### src/rtl/blink_iter_core.sv
// Round-iterative tweakable block cipher core with valid/ready handshakes on
// both sides, per-block encrypt/decrypt selection and UNROLL rounds per clock.
module blink_iter_core #(
  parameter int N      = 128,
  parameter int TW     = 256,
  parameter int ROUNDS = 20,
  parameter int R1     = 4,
  parameter int UNROLL = 1
) (
  input  logic                  clk,
  input  logic                  rst,
  input  logic                  in_valid,
  output logic                  in_ready,
  input  logic                  in_enc,
  input  logic [N-1:0]          in_P,
  input  logic [TW-1:0]         in_T,
  input  logic [N*ROUNDS/2-1:0] K0,
  output logic                  out_valid,
  input  logic                  out_ready,
  output logic [N-1:0]          out_C,
  output logic                  out_enc,
  output logic                  busy
);

  localparam int KW = N * ROUNDS / 2;
  localparam int TS = TW / N;
  localparam int CW = $clog2(ROUNDS);
  localparam logic [CW-1:0] ENC_LAST  = CW'(ROUNDS - UNROLL);
  localparam logic [CW-1:0] DEC_LAST  = CW'(UNROLL - 1);
  localparam logic [CW-1:0] DEC_FIRST = CW'(ROUNDS - 1);

  if (N < 8) begin : g_err_n
    $error("blink_iter_core: N must be at least 8");
  end
  if ((TW % N) != 0 || TW < N) begin : g_err_tw
    $error("blink_iter_core: TW must be a non-zero multiple of N");
  end
  if ((ROUNDS % 2) != 0 || ROUNDS < 2) begin : g_err_rounds
    $error("blink_iter_core: ROUNDS must be even and at least 2");
  end
  if (R1 <= 0 || R1 >= N) begin : g_err_r1
    $error("blink_iter_core: R1 must satisfy 0 < R1 < N");
  end
  if (UNROLL < 1 || (ROUNDS % UNROLL) != 0) begin : g_err_unroll
    $error("blink_iter_core: UNROLL must divide ROUNDS");
  end

  typedef enum logic [1:0] {
    IDLE = 2'd0,
    RUN  = 2'd1,
    DONE = 2'd2
  } state_t;

  function automatic logic [N-1:0] rotl(input logic [N-1:0] x);
    return (x << R1) | (x >> (N - R1));
  endfunction

  function automatic logic [N-1:0] rotr(input logic [N-1:0] x);
    return (x >> R1) | (x << (N - R1));
  endfunction

  // Round key: key slice idx/2 mixed with tweak slice idx mod (TW/N).
  function automatic logic [N-1:0] rkey(input logic [KW-1:0] k, input logic [TW-1:0] t,
                                        input int idx);
    return k[(idx / 2) * N +: N] ^ t[(idx % TS) * N +: N];
  endfunction

  function automatic logic [N-1:0] enc_round(input logic [N-1:0] s, input logic [N-1:0] rk,
                                             input int idx);
    return rotl((s ^ rk) + N'(idx));
  endfunction

  function automatic logic [N-1:0] dec_round(input logic [N-1:0] s, input logic [N-1:0] rk,
                                             input int idx);
    return (rotr(s) - N'(idx)) ^ rk;
  endfunction

  state_t          state_r, state_s;
  logic [N-1:0]    s_r, s_s;
  logic [TW-1:0]   t_r;
  logic            enc_r;
  logic [CW-1:0]   cnt_r, cnt_s;
  logic            last_s;
  logic            in_ready_s;
  logic            accept_s;
  logic [N-1:0]    out_c_r;
  logic            out_enc_r;
  logic            out_valid_r;
  logic            busy_r;

  // Unrolled round datapath and counter step for the current RUN cycle.
  always_comb begin
    s_s = s_r;
    for (int u = 0; u < UNROLL; u++) begin
      if (enc_r) begin
        s_s = enc_round(s_s, rkey(K0, t_r, int'(cnt_r) + u), int'(cnt_r) + u);
      end else begin
        s_s = dec_round(s_s, rkey(K0, t_r, int'(cnt_r) - u), int'(cnt_r) - u);
      end
    end
    if (enc_r) begin
      cnt_s  = cnt_r + CW'(UNROLL);
      last_s = (cnt_r == ENC_LAST);
    end else begin
      cnt_s  = cnt_r - CW'(UNROLL);
      last_s = (cnt_r == DEC_LAST);
    end
  end

  // Next-state and input-side handshake decode.
  always_comb begin
    state_s    = state_r;
    in_ready_s = 1'b0;
    case (state_r)
      IDLE: begin
        in_ready_s = rst;
        if (in_valid && rst) state_s = RUN;
        else                 state_s = IDLE;
      end
      RUN: begin
        if (last_s) state_s = DONE;
        else        state_s = RUN;
      end
      DONE: begin
        if (out_ready) begin
          // Output handshake and next accept share this cycle.
          in_ready_s = rst;
          if (in_valid) state_s = RUN;
          else          state_s = IDLE;
        end else begin
          state_s = DONE;
        end
      end
      default: state_s = IDLE;
    endcase
  end

  assign accept_s = in_ready_s & in_valid;

  // State register.
  always_ff @(posedge clk or negedge rst) begin
    if (!rst) state_r <= IDLE;
    else      state_r <= state_s;
  end

  // Block state, latched tweak/mode, round counter and registered outputs.
  always_ff @(posedge clk or negedge rst) begin
    if (!rst) begin
      s_r         <= {N{1'b0}};
      t_r         <= {TW{1'b0}};
      enc_r       <= 1'b0;
      cnt_r       <= {CW{1'b0}};
      out_c_r     <= {N{1'b0}};
      out_enc_r   <= 1'b0;
      out_valid_r <= 1'b0;
      busy_r      <= 1'b0;
    end else begin
      if (accept_s) begin
        s_r   <= in_P;
        t_r   <= in_T;
        enc_r <= in_enc;
        cnt_r <= in_enc ? {CW{1'b0}} : DEC_FIRST;
      end else if (state_r == RUN) begin
        s_r   <= s_s;
        cnt_r <= cnt_s;
      end
      if (state_r == RUN && last_s) begin
        out_c_r   <= s_s;
        out_enc_r <= enc_r;
      end
      out_valid_r <= (state_s == DONE);
      busy_r      <= (state_s == RUN);
    end
  end

  assign in_ready  = in_ready_s;
  assign out_valid = out_valid_r;
  assign out_C     = out_c_r;
  assign out_enc   = out_enc_r;
  assign busy      = busy_r;

endmodule
### config.mk
export PLATFORM = sky130hd
export DESIGN_NAME = blink_iter_core
export DESIGN_NICKNAME = d
export VERILOG_FILES = /design/src/rtl/blink_iter_core.sv
export SDC_FILE = /design/constraint.sdc
export NUM_CORES = 2
export LEC_CHECK = 0
export CORE_AREA = 2 2 698 700
export DETAILED_ROUTE_END_ITERATION = 6
export DIE_AREA = 0 0 700 702
export PLACE_DENSITY = 0.3
export SYNTH_ARGS = -nofsm -noshare
export SYNTH_HDL_FRONTEND = slang
export SYNTH_SLANG_ARGS = --single-unit
export TNS_END_PERCENT = 50
### constraint.sdc
create_clock -name clk -period 7.4 [get_ports clk]
set_clock_uncertainty 0.05 [all_clocks]
set_input_delay 1.11 -clock clk [delete_from_list [all_inputs] [get_ports clk]]
set_output_delay 1.11 -clock clk [all_outputs]
set_load 0.02 [all_outputs]
# After elaboration in Yosys (flattened, before gate mapping)
# Cells that the tools add are included.
dict set report totals {
  reg_bits 523
  latchBits 0
  ram_bits 0
  rom_bits 0
  inputBits 1669
  output_inout_bits 132
  word_cells 46
  mem_count 0
}
dict set report classes {
  addsub 4
  mul 0
  div 0
  magnitude_cmp 0
  eq_ne 5
  shifts 2
  muxes 15
  bitwise 6
  n_reduce_logical 5
}
# operator count
set ops {}
lappend ops {{$shiftx 1280x12->128} 1}
lappend ops {{$mux 128} 3}
lappend ops {{$xor 128x128->128} 3}
lappend ops {{$shiftx 256x9->128} 1}
lappend ops {{$add 128x5->128} 1}
lappend ops {{$or 124x128->128} 1}
lappend ops {{$or 128x4->128} 1}
lappend ops {{$sub 128x5->128} 1}
lappend ops {{$mux 5} 4}
lappend ops {{$pmux 2 s3} 1}
lappend ops {{$add 5x1->5 const B} 1}
lappend ops {{$eq 5x5->1 const B} 1}
lappend ops {{$logic_not 5->1} 1}
lappend ops {{$sub 5x1->5 const B} 1}
lappend ops {{$eq 2x1->1 const B} 2}
lappend ops {{$eq 2x2->1 const B} 2}
lappend ops {{$mux 1} 4}
lappend ops {{$mux 2} 2}
lappend ops {{$logic_and 1x1->1} 2}
lappend ops {{$logic_not 2->1} 1}
lappend ops {{$pmux 1 s2} 1}
lappend ops {{$reduce_bool 2->1} 1}
lappend ops {{$and 1x1->1} 1}

# Longest topological paths before layout
dict set report depth {
  word_depth 8
  mapped_depth 33
  mapped_depth_nobuf 18
}

# Worst setup path after synthesis
# No wires, ideal clock.
dict set report synth_timing {
  path_kind {reg-to-reg}
  startpoint {reg cnt_r[1]}
  endpoint {reg out_c_r[102] (netlist: out_C[102])}
  setup_time_ps 125
  arrival_ps 6830
  t_required_ps 7225
  setup_slack_ps 395
  stages_incl_launch_ff 31
  path_buffers 14
  synth_period_minus_slack_ps 7005
  path_cell_list {dfrtp_1 buf_4 buf_6 buf_6 buf_4 buf_4 buf_4 buf_4 buf_4 buf_4 buf_4 buf_2 buf_2 mux4_2 a22oi_1 xnor2_1 xnor2_1 ha_1 fa_1 a21o_1 a21oi_1 o21bai_1 and4b_1 nand2b_1 clkbuf_1 or4_1 clkbuf_1 nor4b_4 xnor2_1 a21oi_1 mux2_2}
}
dict set report synth_via {
  elab_chain_cells 6
  elab_cells_between_ends 12
  cone_classes {add/sub (2); eq/ne (1); shift (1); mux (2); bitwise (4); reduce/logical (2)}
}
# element line_no
set synth_lines {}
lappend synth_lines {{start: declaration} 82} ;# logic [CW-1:0] cnt_r, cnt_s;
lappend synth_lines {{start signal: assignment} 152} ;# cnt_r <= {CW{1'b0}};
lappend synth_lines {{start signal: assignment} 162} ;# cnt_r <= in_enc ? {CW{1'b0}} : DEC_FIRST;
lappend synth_lines {{start signal: assignment} 165} ;# cnt_r <= cnt_s;
lappend synth_lines {{$shiftx 1280x12->128} 65} ;# return k[(idx / 2) * N +: N] ^ t[(idx % TS) * N +: N];
lappend synth_lines {{$xor 128x128->128} 65}
lappend synth_lines {{$xor 128x128->128} 70} ;# return rotl((s ^ rk) + N'(idx));
lappend synth_lines {{$add 128x5->128} 70}
lappend synth_lines {{$or 128x4->128} 55} ;# return (x << R1) | (x >> (N - R1));
lappend synth_lines {{$mux 128} 95} ;# if (enc_r) begin
lappend synth_lines {{end signal: assignment} 153} ;# out_c_r <= {N{1'b0}};
lappend synth_lines {{end signal: assignment} 168} ;# out_c_r <= s_s;
lappend synth_lines {{end: declaration} 86} ;# logic [N-1:0] out_c_r;
# Parallel ways exist; a longest one is shown, timed or not.
# A chain may end at the register's enable or synchronous reset.

# Final worst setup path
dict set report layout_timing {
  startpoint {reg cnt_r[2]}
  endpoint {reg out_c_r[99] (netlist: out_C[99])}
}
# The elaborated chain is that of the path after synthesis.

==> impl_metrics.prom <==
# TYPE chip_impl_metric gauge
chip_impl_info{name="result_of_the_run",value="completed"} 1
chip_impl_info{name="synth_area_leaders",value="sky130_fd_sc_hd__dfrtp_1 (30%), sky130_fd_sc_hd__mux2i_1 (14%), sky130_fd_sc_hd__nand2_1 (9.2%)"} 1
chip_impl_info{name="crit_path_cell_trace",value="buf_4, buf_4, mux2i_1, a22oi_1, a31oi_1, buf_4, xor2_1, nor3_1, nand3_1, or4_1, buf_4, nor4_1, xor2_1, a21oi_1, a21o_1"} 1
chip_impl_metric{name="report.final.hold_viol_count",unit=""} 0
chip_impl_metric{name="drt-total-wl",unit="um"} 475000
chip_impl_metric{name="place.detailed.hpwl",unit="um"} 407000
chip_impl_info{name="crit_path_start_kind",value="flip-flop"} 1
chip_impl_metric{name="p_leak",unit="nW"} 28.3
chip_impl_metric{name="placed_cells",unit=""} 13200
chip_impl_metric{name="insertion_delay",unit="ps"} 860
chip_impl_metric{name="cts.reportedPaths.clkPinSlew",unit="ps"} 60
chip_impl_metric{name="finalMaxSlewViolations",unit=""} 0
chip_impl_metric{name="timing.critical_path.required",unit="ps"} 8070
chip_impl_info{name="grt_setup_unrepaired",value="false"} 1
chip_impl_metric{name="drtIter0Drc",unit=""} 3553
chip_impl_info{name="clk_root_buffer_cell",value="sky130_fd_sc_hd__clkbuf_16"} 1
chip_impl_metric{name="netlist_instances",unit=""} 5005
chip_impl_metric{name="grt_max_degree",unit=""} 132
chip_impl_metric{name="fillers",unit=""} 54800
chip_impl_metric{name="finalNetCount",unit=""} 8490
chip_impl_metric{name="slowest_delay",unit="ps"} 930
chip_impl_metric{name="postRouteAntennaNets",unit=""} 0
chip_impl_metric{name="num_io_pins",unit=""} 1801
chip_impl_metric{name="first_global_vias",unit=""} 51100
chip_impl_metric{name="total_power_per_unit_cell_area",unit="nW/um^2"} 574
chip_impl_metric{name="timing.final.setup_violations",unit=""} 0
chip_impl_metric{name="timing.fmax",unit="MHz"} 144
chip_impl_metric{name="cts.hold.buffers_added",unit=""} 1
chip_impl_metric{name="synth_sequential_area_ratio",unit="%"} 29.8
chip_impl_metric{name="globalRouteTotalUtil",unit="%"} 18.6
chip_impl_metric{name="initial_antenna_violation_count",unit=""} 258
chip_impl_metric{name="detail_route.vias_per_cell",unit=""} 3.67
chip_impl_info{name="timing.critical_path.to_type",value="flip-flop"} 1
chip_impl_metric{name="grt_first_pass_wirelength",unit="um"} 592000
chip_impl_metric{name="cts_max_level",unit=""} 3
chip_impl_info{name="cts_tree",value="yes"} 1
chip_impl_metric{name="syn_avg_cell_area",unit="sq um"} 8.78
chip_impl_info{name="hold_class",value="reg -> reg"} 1
chip_impl_metric{name="tightest_slew",unit="ps"} 1410
chip_impl_metric{name="fin_setup_tns",unit="ps"} 0
chip_impl_metric{name="maxCapViolCount",unit=""} 0
chip_impl_metric{name="floorplan.core_area",unit="sq um"} 484000
chip_impl_metric{name="wirelength_per_cell",unit="um"} 35.5
chip_impl_metric{name="clk_path_buf_depth",unit=""} 4
chip_impl_metric{name="post_cts_buffers",unit=""} 0
chip_impl_metric{name="vdd_ir_drop_max",unit="mV"} 0.216
chip_impl_info{name="critical-path-slowest-cell",value="sky130_fd_sc_hd__dfrtp_4"} 1
chip_impl_metric{name="gp_routability_congestion",unit=""} 0.910
chip_impl_metric{name="yosysUniqueCellTypes",unit=""} 83
chip_impl_metric{name="drive_above_1_share",unit="%"} 9.18
chip_impl_metric{name="buffer_ports.inserted",unit=""} 1800
chip_impl_metric{name="vias",unit=""} 49000
chip_impl_metric{name="floorplan.die_area",unit="sq um"} 491000
chip_impl_metric{name="reg2reg_setup_slack",unit="ps"} 450
chip_impl_metric{name="grt_remaining_overflow",unit=""} 0
chip_impl_metric{name="mappedNetlistArea",unit="sq um"} 44000
chip_impl_metric{name="firstDrtPassIters",unit=""} 6
chip_impl_metric{name="total_power",unit="mW"} 42.5
chip_impl_metric{name="max-slew-margin-rel",unit="%"} 3.01
chip_impl_metric{name="areaGrowthSynthToFinish",unit="%"} 68.5
chip_impl_metric{name="postSynth.asyncResetShare",unit="%"} 100
chip_impl_metric{name="synthesis_stage_register_bit_count",unit=""} 523
chip_impl_metric{name="worstPathArrival",unit="ps"} 7620
chip_impl_metric{name="synth_enable_flop_cells",unit=""} 0
chip_impl_metric{name="die_y",unit="um"} 702
chip_impl_metric{name="drc",unit=""} 0
chip_impl_info{name="synth_area_leader_cell",value="sky130_fd_sc_hd__dfrtp_1"} 1
chip_impl_metric{name="starting_density",unit="%"} 9.08
chip_impl_info{name="crit_path_frequent_cell",value="sky130_fd_sc_hd__buf_4"} 1
chip_impl_metric{name="num_rows",unit=""} 256
chip_impl_info{name="postSynth.topFlopCell",value="sky130_fd_sc_hd__dfrtp_1"} 1
chip_impl_metric{name="cts-resized-gates",unit=""} 0
chip_impl_metric{name="chipWidth",unit="um"} 700
chip_impl_metric{name="min_period_over_period",unit="%"} 93.9
chip_impl_metric{name="cts_inserted_buffers",unit=""} 89
chip_impl_metric{name="cts.sinks",unit=""} 523
chip_impl_metric{name="layoutNonFillerInstCount",unit=""} 13400
chip_impl_metric{name="synth.net_count",unit=""} 6690
chip_impl_metric{name="yosysTopAreaCellShare",unit="%"} 29.8
chip_impl_metric{name="crit_fanout",unit=""} 27
chip_impl_info{name="worst_setup_path_class",value="reg -> reg"} 1
chip_impl_metric{name="post-route-min-period",unit="ps"} 6950
chip_impl_metric{name="ys_warn_count",unit=""} 0
[routing by layer]
layer,part of all wire (%),GRT usage (%)
met3,6.4,4.42
met5,0.097,0
met2,48,32.0
met1,43,23.8
met4,2.3,3.19
[power breakdown]
part	total [mW]	internal [mW]	switching (mW)
Clock	4.45	2.63	1.83
Combinational	31.8	11.5	20.3
Sequential	6.30	4.34	1.96
Total	42.5	18.4	24.1
[layout make-up]
type | instances | area (sq um) | share of cell area, %
multi-input cells | 4105 | 29400 | 39.7
clock inverters | 31 | 413 | 0.557
inverters | 19 | 73.8 | 0.0997
diodes | 50 | 125 | 0.169
flip-flops and latches | 523 | 13100 | 17.7
well taps | 6450 | 8070 | 10.9
repair buffers | 2067 | 20400 | 27.5
clock buffers | 127 | 2530 | 3.42
[worst paths after layout]
check / from / to / cells after the start
max reg2reg: cnt_r[2] / out_C[99] / 15
min reg2reg: t_r[70] / t_r[70] / 2
min in group asynchronous: rst / t_r[67] / 2
min: t_r[70] / t_r[70] / 2
max in group asynchronous: rst / t_r[108] / 5
max: cnt_r[2] / out_C[99] / 15
[cell usage in the layout (no fill, tap or decap), types with 13 or more instances in the layout]
cell type,synthesis,final
sky130_fd_sc_hd__a21o_1,20,20
sky130_fd_sc_hd__a21oi_1,144,144
sky130_fd_sc_hd__a221o_1,17,17
sky130_fd_sc_hd__a221oi_1,30,18
sky130_fd_sc_hd__a221oi_2,6,14
sky130_fd_sc_hd__a22oi_1,157,157
sky130_fd_sc_hd__a31oi_1,75,64
sky130_fd_sc_hd__and2_1,18,16
sky130_fd_sc_hd__and3_1,54,54
sky130_fd_sc_hd__buf_12,0,26
sky130_fd_sc_hd__buf_4,32,240
sky130_fd_sc_hd__clkbuf_1,223,23
sky130_fd_sc_hd__clkbuf_16,0,90
sky130_fd_sc_hd__clkbuf_8,0,14
sky130_fd_sc_hd__clkdlybuf4s50_1,0,1799
sky130_fd_sc_hd__dfrtp_1,523,517
sky130_fd_sc_hd__diode_2,0,50
sky130_fd_sc_hd__ha_1,13,13
sky130_fd_sc_hd__inv_1,19,16
sky130_fd_sc_hd__mux2_2,51,51
sky130_fd_sc_hd__mux2i_1,617,608
sky130_fd_sc_hd__mux4_2,69,69
sky130_fd_sc_hd__nand2_1,1079,1076
sky130_fd_sc_hd__nand2b_1,18,17
sky130_fd_sc_hd__nand3_1,71,70
sky130_fd_sc_hd__nand4_1,47,47
sky130_fd_sc_hd__nor2_1,229,223
sky130_fd_sc_hd__nor3_1,97,94
sky130_fd_sc_hd__nor4_1,57,50
sky130_fd_sc_hd__o21ai_0,172,172
sky130_fd_sc_hd__o21ai_1,26,26
sky130_fd_sc_hd__o221ai_1,40,40
sky130_fd_sc_hd__o22ai_1,55,55
sky130_fd_sc_hd__o31ai_1,33,33
sky130_fd_sc_hd__or3_1,36,36
sky130_fd_sc_hd__or4_1,23,23
sky130_fd_sc_hd__xnor2_1,456,456
sky130_fd_sc_hd__xnor3_1,45,45
sky130_fd_sc_hd__xor2_1,174,174
[kinds of logic after synthesis]
family                     after synthesis  share of synthesized area, %
muxes                                  739                          18.9
AOI/OAI and AO/OA                      831                          12.5
and+or+nand+nor                       1843                          19.1
xor gates and xnor gates               676                          14.9
adders and majority gates               16                         0.507
DFF                                    523                          29.8
buffers and inverters                  377                          4.28
[stage by stage]
stage	hold slack, ps	setup WS, ps	cell area [sq um]	util, %
floorplan	395	395	44000	-
global placement	408	395	71000	14.7
detailed placement	412	416	71000	14.7
CTS	426	447	73900	15.3
global route	443	241	74000	15.3
finish	423	451	74100	15.3
[registers in the layout, indices dropped and copies added (netlist names)]
signal     cells
enc_r          1
busy           1
out_C        128
s_r          128
cnt_r          5
out_valid      1
t_r          256
state_r        2
out_enc        1
[Yosys cell counts (all sizes together) (20+ instances only)]
master,n
a21o,20
a21oi,144
a221oi,36
a22oi,157
a31oi,75
and3,54
buf,135
clkbuf,223
dfrtp,523
mux2,53
mux2i,617
mux4,69
nand2,1079
nand3,71
nand4,47
nor2,229
nor3,100
nor4,64
o21ai,198
o221ai,40
o22ai,55
o31ai,33
or3,36
or4,24
xnor2,457
xnor3,45
xor2,174
[worst max-delay path, delay by kind of cell, from the launching register on]
family,cells,cell delay (ps)
flip-flops,1,930
multiplexers,1,320
AO/OA/AOI/OAI,4,910
XOR/XNOR,2,400
AND/OR/NAND/NOR,4,2640
buffers and inverters,4,1530
(Power assumes the default switching activity.)
